### config.mk
export PLATFORM = sky130hd
export DESIGN_NAME = ram_arbiter_flat
export DESIGN_NICKNAME = d
export VERILOG_FILES = /design/src/rtl/ram_arbiter_pkg.sv /design/src/rtl/ram_arbiter_if.sv /design/src/rtl/ram_arbiter_rsp_slot.sv /design/src/rtl/ram_arbiter.sv /design/src/flat_wrapper.sv
export SDC_FILE = /design/constraint.sdc
export NUM_CORES = 1
export LEC_CHECK = 0
export ABC_AREA = 1
export ABC_CLOCK_PERIOD_IN_PS = 1500
export BUFFER_PORTS_ARGS = -buffer_cell sky130_fd_sc_hd__buf_2
export CAP_MARGIN = 20
export CORE_MARGIN = 5
export CORE_UTILIZATION = 39
export CTS_BUF_LIST = sky130_fd_sc_hd__clkbuf_4
export DETAILED_ROUTE_END_ITERATION = 7
export GPL_TIMING_DRIVEN = 0
export PLACE_DENSITY = 0.78
export SLEW_MARGIN = 20
export SYNTH_ARGS = -nofsm -noshare
export SYNTH_HDL_FRONTEND = slang
export SYNTH_SLANG_ARGS = --single-unit
### constraint.sdc
create_clock -name clk -period 1.5 [get_ports clk]
set_clock_uncertainty 0.1 [all_clocks]
set_input_delay 0.075 -clock clk [delete_from_list [all_inputs] [get_ports clk]]
set_output_delay 0.075 -clock clk [all_outputs]
set_load 0.005 [all_outputs]
### src/rtl/ram_arbiter_pkg.sv
// Shared bus widths and port identifiers for the fetch/load-store RAM arbiter.
package ram_arbiter_pkg;

  localparam int ADDR_BUS    = 32;
  localparam int DATA_BUS    = 32;
  localparam int MEM_SEL_BUS = DATA_BUS / 8;

  typedef enum logic {
    PORT_INST = 1'b0,
    PORT_DATA = 1'b1
  } port_id_e;

endpackage

### src/rtl/ram_arbiter_if.sv
// Requester handshakes plus RAM-side signals of the arbiter, grouped as one bus.
interface ram_arbiter_if
  import ram_arbiter_pkg::*;
#(
  parameter int ADDR_WIDTH = ADDR_BUS,
  parameter int DATA_WIDTH = DATA_BUS,
  parameter int BE_WIDTH   = MEM_SEL_BUS
);

  logic                  inst_req;
  logic [ADDR_WIDTH-1:0] inst_addr;
  logic                  inst_gnt;
  logic                  inst_rvalid;
  logic [DATA_WIDTH-1:0] inst_rdata;
  logic                  inst_rready;

  logic                  data_req;
  logic [BE_WIDTH-1:0]   data_we;
  logic [ADDR_WIDTH-1:0] data_addr;
  logic [DATA_WIDTH-1:0] data_wdata;
  logic                  data_gnt;
  logic                  data_rvalid;
  logic [DATA_WIDTH-1:0] data_rdata;
  logic                  data_rready;

  logic                  ram_en;
  logic [BE_WIDTH-1:0]   ram_write_en;
  logic [ADDR_WIDTH-1:0] ram_addr;
  logic [DATA_WIDTH-1:0] ram_write_data;
  logic [DATA_WIDTH-1:0] ram_read_data;

  modport slave (
    input  inst_req, inst_addr, inst_rready,
    input  data_req, data_we, data_addr, data_wdata, data_rready,
    input  ram_read_data,
    output inst_gnt, inst_rvalid, inst_rdata,
    output data_gnt, data_rvalid, data_rdata,
    output ram_en, ram_write_en, ram_addr, ram_write_data
  );

  modport master (
    output inst_req, inst_addr, inst_rready,
    output data_req, data_we, data_addr, data_wdata, data_rready,
    output ram_read_data,
    input  inst_gnt, inst_rvalid, inst_rdata,
    input  data_gnt, data_rvalid, data_rdata,
    input  ram_en, ram_write_en, ram_addr, ram_write_data
  );

endinterface

### src/rtl/ram_arbiter_rsp_slot.sv
// One-deep response register per requester; can_accept says a new grant will not
// overwrite a response the requester has not yet consumed.
module ram_arbiter_rsp_slot #(
  parameter int DATA_WIDTH = 32
) (
  input  logic                  clk,
  input  logic                  rst_n,
  input  logic                  i_grant,
  input  logic [DATA_WIDTH-1:0] i_capture_data,
  input  logic                  i_rready,
  output logic                  o_rvalid,
  output logic [DATA_WIDTH-1:0] o_rdata,
  output logic                  o_can_accept
);

  logic                  r_rvalid;
  logic [DATA_WIDTH-1:0] r_rdata;

  always_ff @(posedge clk or negedge rst_n) begin
    if (!rst_n) begin
      r_rvalid <= 1'b0;
      r_rdata  <= '0;
    end else if (i_grant) begin
      r_rvalid <= 1'b1;
      r_rdata  <= i_capture_data;
    end else if (i_rready) begin
      r_rvalid <= 1'b0;
    end
  end

  assign o_rvalid     = r_rvalid;
  assign o_rdata      = r_rdata;
  assign o_can_accept = !r_rvalid || i_rready;

endmodule

### src/rtl/ram_arbiter.sv
// Round-robin arbiter sharing a single-port RAM between instruction fetch and load/store.
//   state (r_last_grant) | meaning
//   PORT_INST            | fetch was served last; data wins the next tie
//   PORT_DATA            | load/store was served last; fetch wins the next tie
module ram_arbiter
  import ram_arbiter_pkg::*;
#(
  parameter int ADDR_WIDTH = ADDR_BUS,
  parameter int DATA_WIDTH = DATA_BUS,
  parameter int CNT_WIDTH  = 16
) (
  input  logic                 clk,
  input  logic                 rst_n,
  ram_arbiter_if.slave         bus,
  output logic [CNT_WIDTH-1:0] conflict_cnt
);

  localparam int BE_WIDTH = DATA_WIDTH / 8;

  port_id_e              r_last_grant;
  port_id_e              w_last_grant_nxt;
  logic                  w_can_i;
  logic                  w_can_d;
  logic                  w_elig_i;
  logic                  w_elig_d;
  logic                  w_gnt_i;
  logic                  w_gnt_d;
  logic                  w_ram_en;
  logic [BE_WIDTH-1:0]   w_ram_we;
  logic [ADDR_WIDTH-1:0] w_ram_addr;
  logic [DATA_WIDTH-1:0] w_ram_wdata;
  logic [DATA_WIDTH-1:0] w_data_capture;
  logic [DATA_WIDTH-1:0] w_inst_rdata;
  logic [DATA_WIDTH-1:0] w_data_rdata;
  logic                  w_inst_rvalid;
  logic                  w_data_rvalid;
  logic [CNT_WIDTH-1:0]  r_conflict_cnt;

  assign w_elig_i = bus.inst_req && w_can_i;
  assign w_elig_d = bus.data_req && w_can_d;

  always_ff @(posedge clk or negedge rst_n) begin
    if (!rst_n) r_last_grant <= PORT_INST;
    else        r_last_grant <= w_last_grant_nxt;
  end

  always_comb begin
    w_last_grant_nxt = r_last_grant;
    if (w_gnt_i)      w_last_grant_nxt = PORT_INST;
    else if (w_gnt_d) w_last_grant_nxt = PORT_DATA;
  end

  // Grants are gated by rst_n so nothing reaches the RAM during reset.
  always_comb begin
    w_gnt_i     = 1'b0;
    w_gnt_d     = 1'b0;
    w_ram_en    = 1'b0;
    w_ram_we    = '0;
    w_ram_addr  = '0;
    w_ram_wdata = '0;
    if (rst_n) begin
      if (w_elig_i && w_elig_d) begin
        w_gnt_d = (r_last_grant == PORT_INST);
        w_gnt_i = (r_last_grant == PORT_DATA);
      end else begin
        w_gnt_i = w_elig_i;
        w_gnt_d = w_elig_d;
      end
    end
    if (w_gnt_i) begin
      w_ram_en   = 1'b1;
      w_ram_addr = bus.inst_addr;
    end else if (w_gnt_d) begin
      w_ram_en    = 1'b1;
      w_ram_we    = bus.data_we;
      w_ram_addr  = bus.data_addr;
      w_ram_wdata = bus.data_wdata;
    end
  end

  // A store is acknowledged with zero data rather than the pre-write RAM word.
  assign w_data_capture = (bus.data_we == '0) ? bus.ram_read_data : '0;

  ram_arbiter_rsp_slot #(.DATA_WIDTH(DATA_WIDTH)) u_inst_slot (
    .clk            (clk),
    .rst_n          (rst_n),
    .i_grant        (w_gnt_i),
    .i_capture_data (bus.ram_read_data),
    .i_rready       (bus.inst_rready),
    .o_rvalid       (w_inst_rvalid),
    .o_rdata        (w_inst_rdata),
    .o_can_accept   (w_can_i)
  );

  ram_arbiter_rsp_slot #(.DATA_WIDTH(DATA_WIDTH)) u_data_slot (
    .clk            (clk),
    .rst_n          (rst_n),
    .i_grant        (w_gnt_d),
    .i_capture_data (w_data_capture),
    .i_rready       (bus.data_rready),
    .o_rvalid       (w_data_rvalid),
    .o_rdata        (w_data_rdata),
    .o_can_accept   (w_can_d)
  );

  always_ff @(posedge clk or negedge rst_n) begin
    if (!rst_n) begin
      r_conflict_cnt <= '0;
    end else if (w_elig_i && w_elig_d && (r_conflict_cnt != {CNT_WIDTH{1'b1}})) begin
      r_conflict_cnt <= r_conflict_cnt + CNT_WIDTH'(1);
    end
  end

  assign bus.inst_gnt       = w_gnt_i;
  assign bus.data_gnt       = w_gnt_d;
  assign bus.inst_rvalid    = w_inst_rvalid;
  assign bus.inst_rdata     = w_inst_rdata;
  assign bus.data_rvalid    = w_data_rvalid;
  assign bus.data_rdata     = w_data_rdata;
  assign bus.ram_en         = w_ram_en;
  assign bus.ram_write_en   = w_ram_we;
  assign bus.ram_addr       = w_ram_addr;
  assign bus.ram_write_data = w_ram_wdata;
  assign conflict_cnt       = r_conflict_cnt;

endmodule

### src/flat_wrapper.sv
// flat-port wrapper written by rule: the top's interface ports become plain ports
module ram_arbiter_flat import ram_arbiter_pkg::*;
#(
  parameter int ADDR_WIDTH = ADDR_BUS,
  parameter int DATA_WIDTH = DATA_BUS,
  parameter int CNT_WIDTH  = 16
)
  (clk, rst_n, conflict_cnt, bus_inst_req, bus_inst_addr, bus_inst_rready, bus_data_req, bus_data_we, bus_data_addr, bus_data_wdata, bus_data_rready, bus_ram_read_data, bus_inst_gnt, bus_inst_rvalid, bus_inst_rdata, bus_data_gnt, bus_data_rvalid, bus_data_rdata, bus_ram_en, bus_ram_write_en, bus_ram_addr, bus_ram_write_data);
  ram_arbiter_if #(.ADDR_WIDTH(ADDR_WIDTH), .DATA_WIDTH(DATA_WIDTH)) bus_i ();
  input  logic clk;
  input  logic rst_n;
  output logic [CNT_WIDTH-1:0] conflict_cnt;
  input wire logic [$bits(bus_i.inst_req)-1:0] bus_inst_req;
  input wire logic [$bits(bus_i.inst_addr)-1:0] bus_inst_addr;
  input wire logic [$bits(bus_i.inst_rready)-1:0] bus_inst_rready;
  input wire logic [$bits(bus_i.data_req)-1:0] bus_data_req;
  input wire logic [$bits(bus_i.data_we)-1:0] bus_data_we;
  input wire logic [$bits(bus_i.data_addr)-1:0] bus_data_addr;
  input wire logic [$bits(bus_i.data_wdata)-1:0] bus_data_wdata;
  input wire logic [$bits(bus_i.data_rready)-1:0] bus_data_rready;
  input wire logic [$bits(bus_i.ram_read_data)-1:0] bus_ram_read_data;
  output wire logic [$bits(bus_i.inst_gnt)-1:0] bus_inst_gnt;
  output wire logic [$bits(bus_i.inst_rvalid)-1:0] bus_inst_rvalid;
  output wire logic [$bits(bus_i.inst_rdata)-1:0] bus_inst_rdata;
  output wire logic [$bits(bus_i.data_gnt)-1:0] bus_data_gnt;
  output wire logic [$bits(bus_i.data_rvalid)-1:0] bus_data_rvalid;
  output wire logic [$bits(bus_i.data_rdata)-1:0] bus_data_rdata;
  output wire logic [$bits(bus_i.ram_en)-1:0] bus_ram_en;
  output wire logic [$bits(bus_i.ram_write_en)-1:0] bus_ram_write_en;
  output wire logic [$bits(bus_i.ram_addr)-1:0] bus_ram_addr;
  output wire logic [$bits(bus_i.ram_write_data)-1:0] bus_ram_write_data;
  assign bus_i.inst_req = bus_inst_req;
  assign bus_i.inst_addr = bus_inst_addr;
  assign bus_i.inst_rready = bus_inst_rready;
  assign bus_i.data_req = bus_data_req;
  assign bus_i.data_we = bus_data_we;
  assign bus_i.data_addr = bus_data_addr;
  assign bus_i.data_wdata = bus_data_wdata;
  assign bus_i.data_rready = bus_data_rready;
  assign bus_i.ram_read_data = bus_ram_read_data;
  assign bus_inst_gnt = bus_i.inst_gnt;
  assign bus_inst_rvalid = bus_i.inst_rvalid;
  assign bus_inst_rdata = bus_i.inst_rdata;
  assign bus_data_gnt = bus_i.data_gnt;
  assign bus_data_rvalid = bus_i.data_rvalid;
  assign bus_data_rdata = bus_i.data_rdata;
  assign bus_ram_en = bus_i.ram_en;
  assign bus_ram_write_en = bus_i.ram_write_en;
  assign bus_ram_addr = bus_i.ram_addr;
  assign bus_ram_write_data = bus_i.ram_write_data;
  ram_arbiter #(.ADDR_WIDTH(ADDR_WIDTH), .DATA_WIDTH(DATA_WIDTH), .CNT_WIDTH(CNT_WIDTH)) u_core (.clk(clk), .rst_n(rst_n), .bus(bus_i), .conflict_cnt(conflict_cnt));
endmodule
* Yosys cells after proc, flatten, opt, wreduce, memory -nomap -nowiden
Index checks and enable logic that the tools add are counted.
** Word-level totals
- Register bits after elaboration :: 83
- Word-level logic and storage cells :: 40
** Operators by class
- Add/sub/neg operators :: 1
- Equality and inequality tests :: 1
- Muxes and demuxes :: 19
- Bitwise gates (word level) :: 1
- Reduce and logical (&&, ||, !) cells :: 12
** Operators by type and width (number)
- $mux 32 :: 5
- $add 16x1->16 const B :: 1
- $ne 16x16->1 const B :: 1
- $mux 1 :: 12
- $mux 4 :: 2
- $reduce_bool 2->1 :: 3
- $logic_and 1x1->1 :: 4
- $logic_not 4->1 :: 1
- $logic_not 1->1 :: 2
- $logic_or 1x1->1 :: 2
- $not 1->1 :: 1

* Logic depth before layout (Yosys ltp)
- Depth after elaboration :: 8
- Mapped depth :: 9
- Mapped depth without buffers :: 8

* Hierarchy
Synthesis repeated with hierarchy kept, for this count alone.
** Second synthesis, totals
- Cell total of the unflattened synthesis :: 684
- Area total of the unflattened synthesis :: 4690.7 µm²
** Modules (own cells, without submodules)
- ram_arbiter_rsp_slot :: times used 2, cells an instance 140, area an instance 1326.3 µm², seq. area each 825.8 µm²
- ram_arbiter :: times used 1, cells an instance 404, area an instance 2038.2 µm², seq. area each 425.4 µm²

* Worst setup path after synthesis
OpenSTA, ideal clock, no wires.
- Path type :: reg-to-reg
- From :: register u_core.r_conflict_cnt[0], in the netlist u_core.conflict_cnt[0]
- To :: register u_core.r_conflict_cnt[13], in the netlist u_core.conflict_cnt[13]
- Setup time :: 0.117 ns
- Arrival time :: 1.309 ns
- Data required time :: 1.283 ns
- Setup slack :: -0.026 ns
- Cell stages (with the launch flop) :: 10
- Path buffers :: 1
- Cells stage by stage :: dfrtp_1 -> ha_1 -> nand3_2 -> inv_1 -> nand3_2 -> nand2_4 -> nand2_4 -> buf_6 -> nand2_1 -> nand2_1
** Between the ends
- Word-level cells in the longest chain between the ends :: 2
- Elaborated cells on any way between the ends :: 3
** Ends and longest elaborated chain
- from (decl) :: line ram_arbiter.sv:37 : logic [CNT_WIDTH-1:0] r_conflict_cnt;
- from (signal assigned) :: line ram_arbiter.sv:110 : r_conflict_cnt <= r_conflict_cnt + CNT_WIDTH'(1);
- branches (longest 2 deep; another with $add 16x1->16)
Parallel ways; which one is timed is not known.
A chain may end at the register's enable or synchronous reset.

* Worst setup path in the final report
- From :: register u_core.u_inst_slot.r_rvalid, in the netlist u_core.u_inst_slot.o_rvalid
- To :: output port bus_ram_addr[22]
** Between the ends
- Word-level cells in the longest chain between the ends :: 8
- Elaborated cells on any way between the ends :: 10
** Ends and longest elaborated chain
- from (decl) :: line ram_arbiter_rsp_slot.sv:16 : logic r_rvalid;
- from (signal assigned) :: line ram_arbiter_rsp_slot.sv:21 : r_rvalid <= 1'b0;
- from (signal assigned) :: line ram_arbiter_rsp_slot.sv:24 : r_rvalid <= 1'b1;
- from (signal assigned) :: line ram_arbiter_rsp_slot.sv:27 : r_rvalid <= 1'b0;
- $logic_not 1->1 * :: line ram_arbiter_rsp_slot.sv:33 : assign o_can_accept = !r_rvalid || i_rready;
- $logic_or 1x1->1 * :: line ram_arbiter_rsp_slot.sv:33
- $logic_and 1x1->1 * :: line ram_arbiter.sv:39 : assign w_elig_i = bus.inst_req && w_can_i;
- $logic_and 1x1->1 :: line ram_arbiter.sv:62 : if (w_elig_i && w_elig_d) begin
- $mux 1 :: line ram_arbiter.sv:62
- $mux 1 :: line ram_arbiter.sv:61 : if (rst_n) begin
- $mux 32 :: line ram_arbiter.sv:73 : end else if (w_gnt_d) begin
- $mux 32 * :: line ram_arbiter.sv:70 : if (w_gnt_i) begin
- to (decl) :: line flat_wrapper.sv:30 : output wire logic [$bits(bus_i.ram_addr)-1:0] bus_ram_addr;
Mark *: on every way between the ends. The rest lies on a longest branch, timed or not.

==> summary.md <==
| Metric | Value |
|---|---|
| Cells after synthesis | between 600 and 700 |
| Most used cells in the layout excluding fill and tap cells | sky130_fd_sc_hd__buf_2, sky130_fd_sc_hd__nand2_1, sky130_fd_sc_hd__dfrtp_1 |
| Layout Cell Area excl Fill | ~7600 um2 |
| Violated checks | negative hold slack, negative setup slack |
| Count of buffers from port buffering | 290 |
| Post-Route Hold Slack | -0.596 ns |
| Number of register bits inferred by synthesis | between 80 and 90 |
| Final ANT Viol Nets | 0 |
| Syn Std Cell Area | 4350 um2 |
| Count of maximum capacitance violations | 0 |
| Root buffer cell | sky130_fd_sc_hd__clkbuf_4 |
| Post-layout net count | between 1000 and 1500 |
| CTS tree | built |
| Global-route wire length before repair | between 20000 and 30000 um |
| Post-Place Cells | ~1100 |
| Areal power density over the cells | around 870 nW/um2 |
| Normalized max-slew margin | 0.732 |
| Overall Power | around 6.6 mW |
| Via count of the first global-routing pass | between 5000 and 6000 |
| Post-detailed-routing wire length | 19300 um |
| Count of clock tree sinks | 83 |
| Cell type of the slowest stage on the worst timing path | sky130_fd_sc_hd__dfrtp_1 |
| Final global-route overflow total | 0 |
| Number of CTS-inserted buffers | 9 |
| Share of layout cells above drive strength 1 | 0.479 |
| Detailed-router iteration count before antenna repair | 5 |
| Setup total negative slack | -40.69 ns |
| Longest individual stage delay on the worst path | slightly below 0.4 ns |
| Yosys warns | 0 |
| Slack of the critical path | -0.482 ns |
| Most common cell after layout, fill and taps aside | sky130_fd_sc_hd__buf_2 |
| Kind of start point of the critical path | register |
| Clock transition at path regs | ~0.16 ns |
| Net count after synthesis | 758 |
| Biggest fanout along the worst timing path | 7 |
| Maximum buffer depth of the clock tree | 2 |
| Worst-path cell chain | inv_2, o211ai_1, nand2_2, inv_2, buf_8, buf_4, nand2_1, nand2_1, buf_2 |
| Area used by multi-input combinational logic | roughly 2200 um2 |
| Layout overhead on the synthesized area | 73.8% |
| Final Hold Violating Endpoints | a little over 80 |
| Count of pins over their slew limit | 0 |
| Achievable clock frequency | just over 0.5 GHz |
| Minimum clock period | approximately 2.0 ns |
| Class of the most critical hold timing path | input port to async pin |
| Routability Congestion | about 0.93 |
| Hold-fix buffers at CTS | 38 |
| Maximum vdd ir drop | 693 uV |
| Run status | finished with violations |
| Post-DP HPWL | 12800 um |
| Height of the chip | approximately 120 um |
| Iter 0 DRT Violations | about 330 |
| Number of vias per cell | about 4.9 |
| Filler cell count | 877 |
| Reported leakage power | 4.62 nW |
| Initial antenna violation count | 0 |
| Worst endpoint required time | approximately 1.3 ns |
| Insertion delay of the later-clocked pin in the worst-skew pair | about 0.45 ns |
| Worst EP arrival | 1.81 ns |
| Category of the most critical setup path | register to output port |
| Wire length per cell after detailed routing | about 17 um |
| Number of cell rows | 38 |
| Kind of capture point of the worst setup path | output port |
| Final setup fails | between 100 and 150 |
| Core outline area | 10900 um2 |
| Placement-stage cell area | 6020 um2 |
| Overall routing resource usage | 0.263 |
| Number of remaining DRC errors | 0 |
| Final std cells w/o fill | roughly 1100 |
| Average size of a mapped cell | between 7 and 8 um2 |
| Sequential area share after synthesis | 0.477 |
| Deepest level of the CTS H-tree | 3 |
| Number of ports placed on the die boundary | between 200 and 300 |
| Worst-margin pin slew | between 0.4 and 0.5 ns |
| Number of vias after detailed routing | between 5000 and 6000 |
| Period Utilization, post-route | 1.32 |
| Area of the die | roughly 13000 um2 |
| Setup repair after global routing missed its margin | yes |
| Pin count of the biggest net entering global routing | 45 |
| Initial standard-cell utilization of the core | 0.400 |
| Die Wd | around 120 um |
| Synth unique cells | 25 |
| Flip-flop and latch area | between 2000 and 2500 um2 |
critical path: cells and delay by family (launching register included):
kind | cells | cell delay, ns
buffers and inverters | 5 | 0.52
AO/OA/AOI/OAI | 1 | 0.19
flip-flops | 1 | 0.39
AND/OR/NAND/NOR | 3 | 0.26
power by group:
| group | internal [mW] | switching [mW] | total, mW | leakage (nW) |
|---|---|---|---|---|
| registers | 2.56 | 0.253 | 2.82 | 1.09 |
| clock network | 0.520 | 0.871 | 1.39 | 0.0781 |
| logic | 1.18 | 1.18 | 2.36 | 3.46 |
routing by layer:
layer | part of all wire | track usage
met1 | 0.37 | 0.296
met2 | 0.51 | 0.459
met3 | 0.080 | 0.0559
met4 | 0.039 | 0.151
met5 | 0 | 0
layout make-up:
| type | count | area share |
|---|---|---|
| multi-input cells | 452 | 0.293 |
| inverters | 54 | 0.0274 |
| flip-flops and latches | 83 | 0.275 |
| repair buffers | 373 | 0.314 |
| diodes | 2 | 0.000661 |
| clock buffers | 9 | 0.00893 |
| clock inverters | 7 | 0.0103 |
| plain buffers | 29 | 0.0471 |
| well taps | 140 | 0.0231 |
final timing paths:
| kind | from | endpoint | slack [ns] | cells after the start |
|---|---|---|---|---|
| max | u_core.u_inst_slot.o_rvalid | bus_ram_addr[22] | -0.48 | 9 |
| max in group asynchronous | rst_n | u_core.conflict_cnt[9] | 1.32 | 2 |
| min | rst_n | u_core.u_data_slot.o_rdata[12] | -0.60 | 1 |
| min reg2reg | u_core.u_data_slot.o_rdata[27] | u_core.u_data_slot.o_rdata[27] | 0.39 | 2 |
| max reg2reg | u_core.u_data_slot.o_rvalid | u_core.u_inst_slot.o_rdata[12] | -0.30 | 10 |
| min in group clk | bus_inst_req | u_core.conflict_cnt[15] | 0.13 | 7 |
logic make-up after synthesis:
family / Yosys count / synth area share
AOI/OAI and AO/OA: 13 / 0.0170
and+or+nand+nor: 431 / 0.400
xor gates and xnor gates: 7 / 0.0141
adders and majority gates: 1 / 0.00287
DFF: 83 / 0.477
buffers and inverters: 84 / 0.0888
sequential cells by signal, indices dropped and copies added, names as in the netlist:
| signal | flops |
|---|---|
| u_core.u_data_slot.o_rdata | 32 |
| u_core.u_data_slot.o_rvalid | 1 |
| u_core.conflict_cnt | 16 |
| u_core.u_inst_slot.o_rdata | 32 |
| u_core.r_last_grant | 1 |
| u_core.u_inst_slot.o_rvalid | 1 |
synthesized netlist by cell type:
master	number	area (um2)
sky130_fd_sc_hd__buf_1	3	11.3
sky130_fd_sc_hd__buf_4	11	82.6
sky130_fd_sc_hd__xnor2_1	2	17.5
sky130_fd_sc_hd__inv_1	52	195
sky130_fd_sc_hd__ha_1	1	12.5
sky130_fd_sc_hd__clkbuf_1	2	7.51
sky130_fd_sc_hd__o21ai_0	9	45.0
sky130_fd_sc_hd__nand4_1	4	25.0
sky130_fd_sc_hd__nand2_1	314	1180
sky130_fd_sc_hd__nand2_2	3	18.8
sky130_fd_sc_hd__nor4_2	1	12.5
sky130_fd_sc_hd__nor2_1	53	199
sky130_fd_sc_hd__o211ai_1	2	15.0
sky130_fd_sc_hd__buf_6	2	22.5
sky130_fd_sc_hd__nor2_2	2	12.5
sky130_fd_sc_hd__xor2_1	5	43.8
sky130_fd_sc_hd__dfrtp_1	83	2080
sky130_fd_sc_hd__nand3_1	49	245
sky130_fd_sc_hd__buf_2	12	60.1
sky130_fd_sc_hd__inv_2	2	7.51
sky130_fd_sc_hd__nand3_2	2	20.0
sky130_fd_sc_hd__nand2_4	2	22.5
sky130_fd_sc_hd__nand3b_1	1	7.51
sky130_fd_sc_hd__o21ai_1	1	5.00
sky130_fd_sc_hd__o21ai_2	1	8.76
metrics by stage:
stage	hold WS, ns	utilization	worst slack, ns
3_3_place_gp	0.186	0.550	-1.51
2_1_floorplan	-0.321	-	0.00221
4_1_cts	-0.516	0.654	-0.522
6_report	-0.596	0.695	-0.482
3_5_place_dp	0.00590	0.553	-0.726
5_1_grt	-0.604	0.695	-0.600
timing repair:
action / 4_1_cts / 5_1_grt
buffers inserted: 27 / 14
gates cloned: 7 / 3
pin swaps: 21 / 22
resized for setup: 93 / 99
endpoints found under the hold margin: 149 / 83
setup endpoints to repair: 133 / 150
Note: power is estimated with default switching activity, not from simulation.
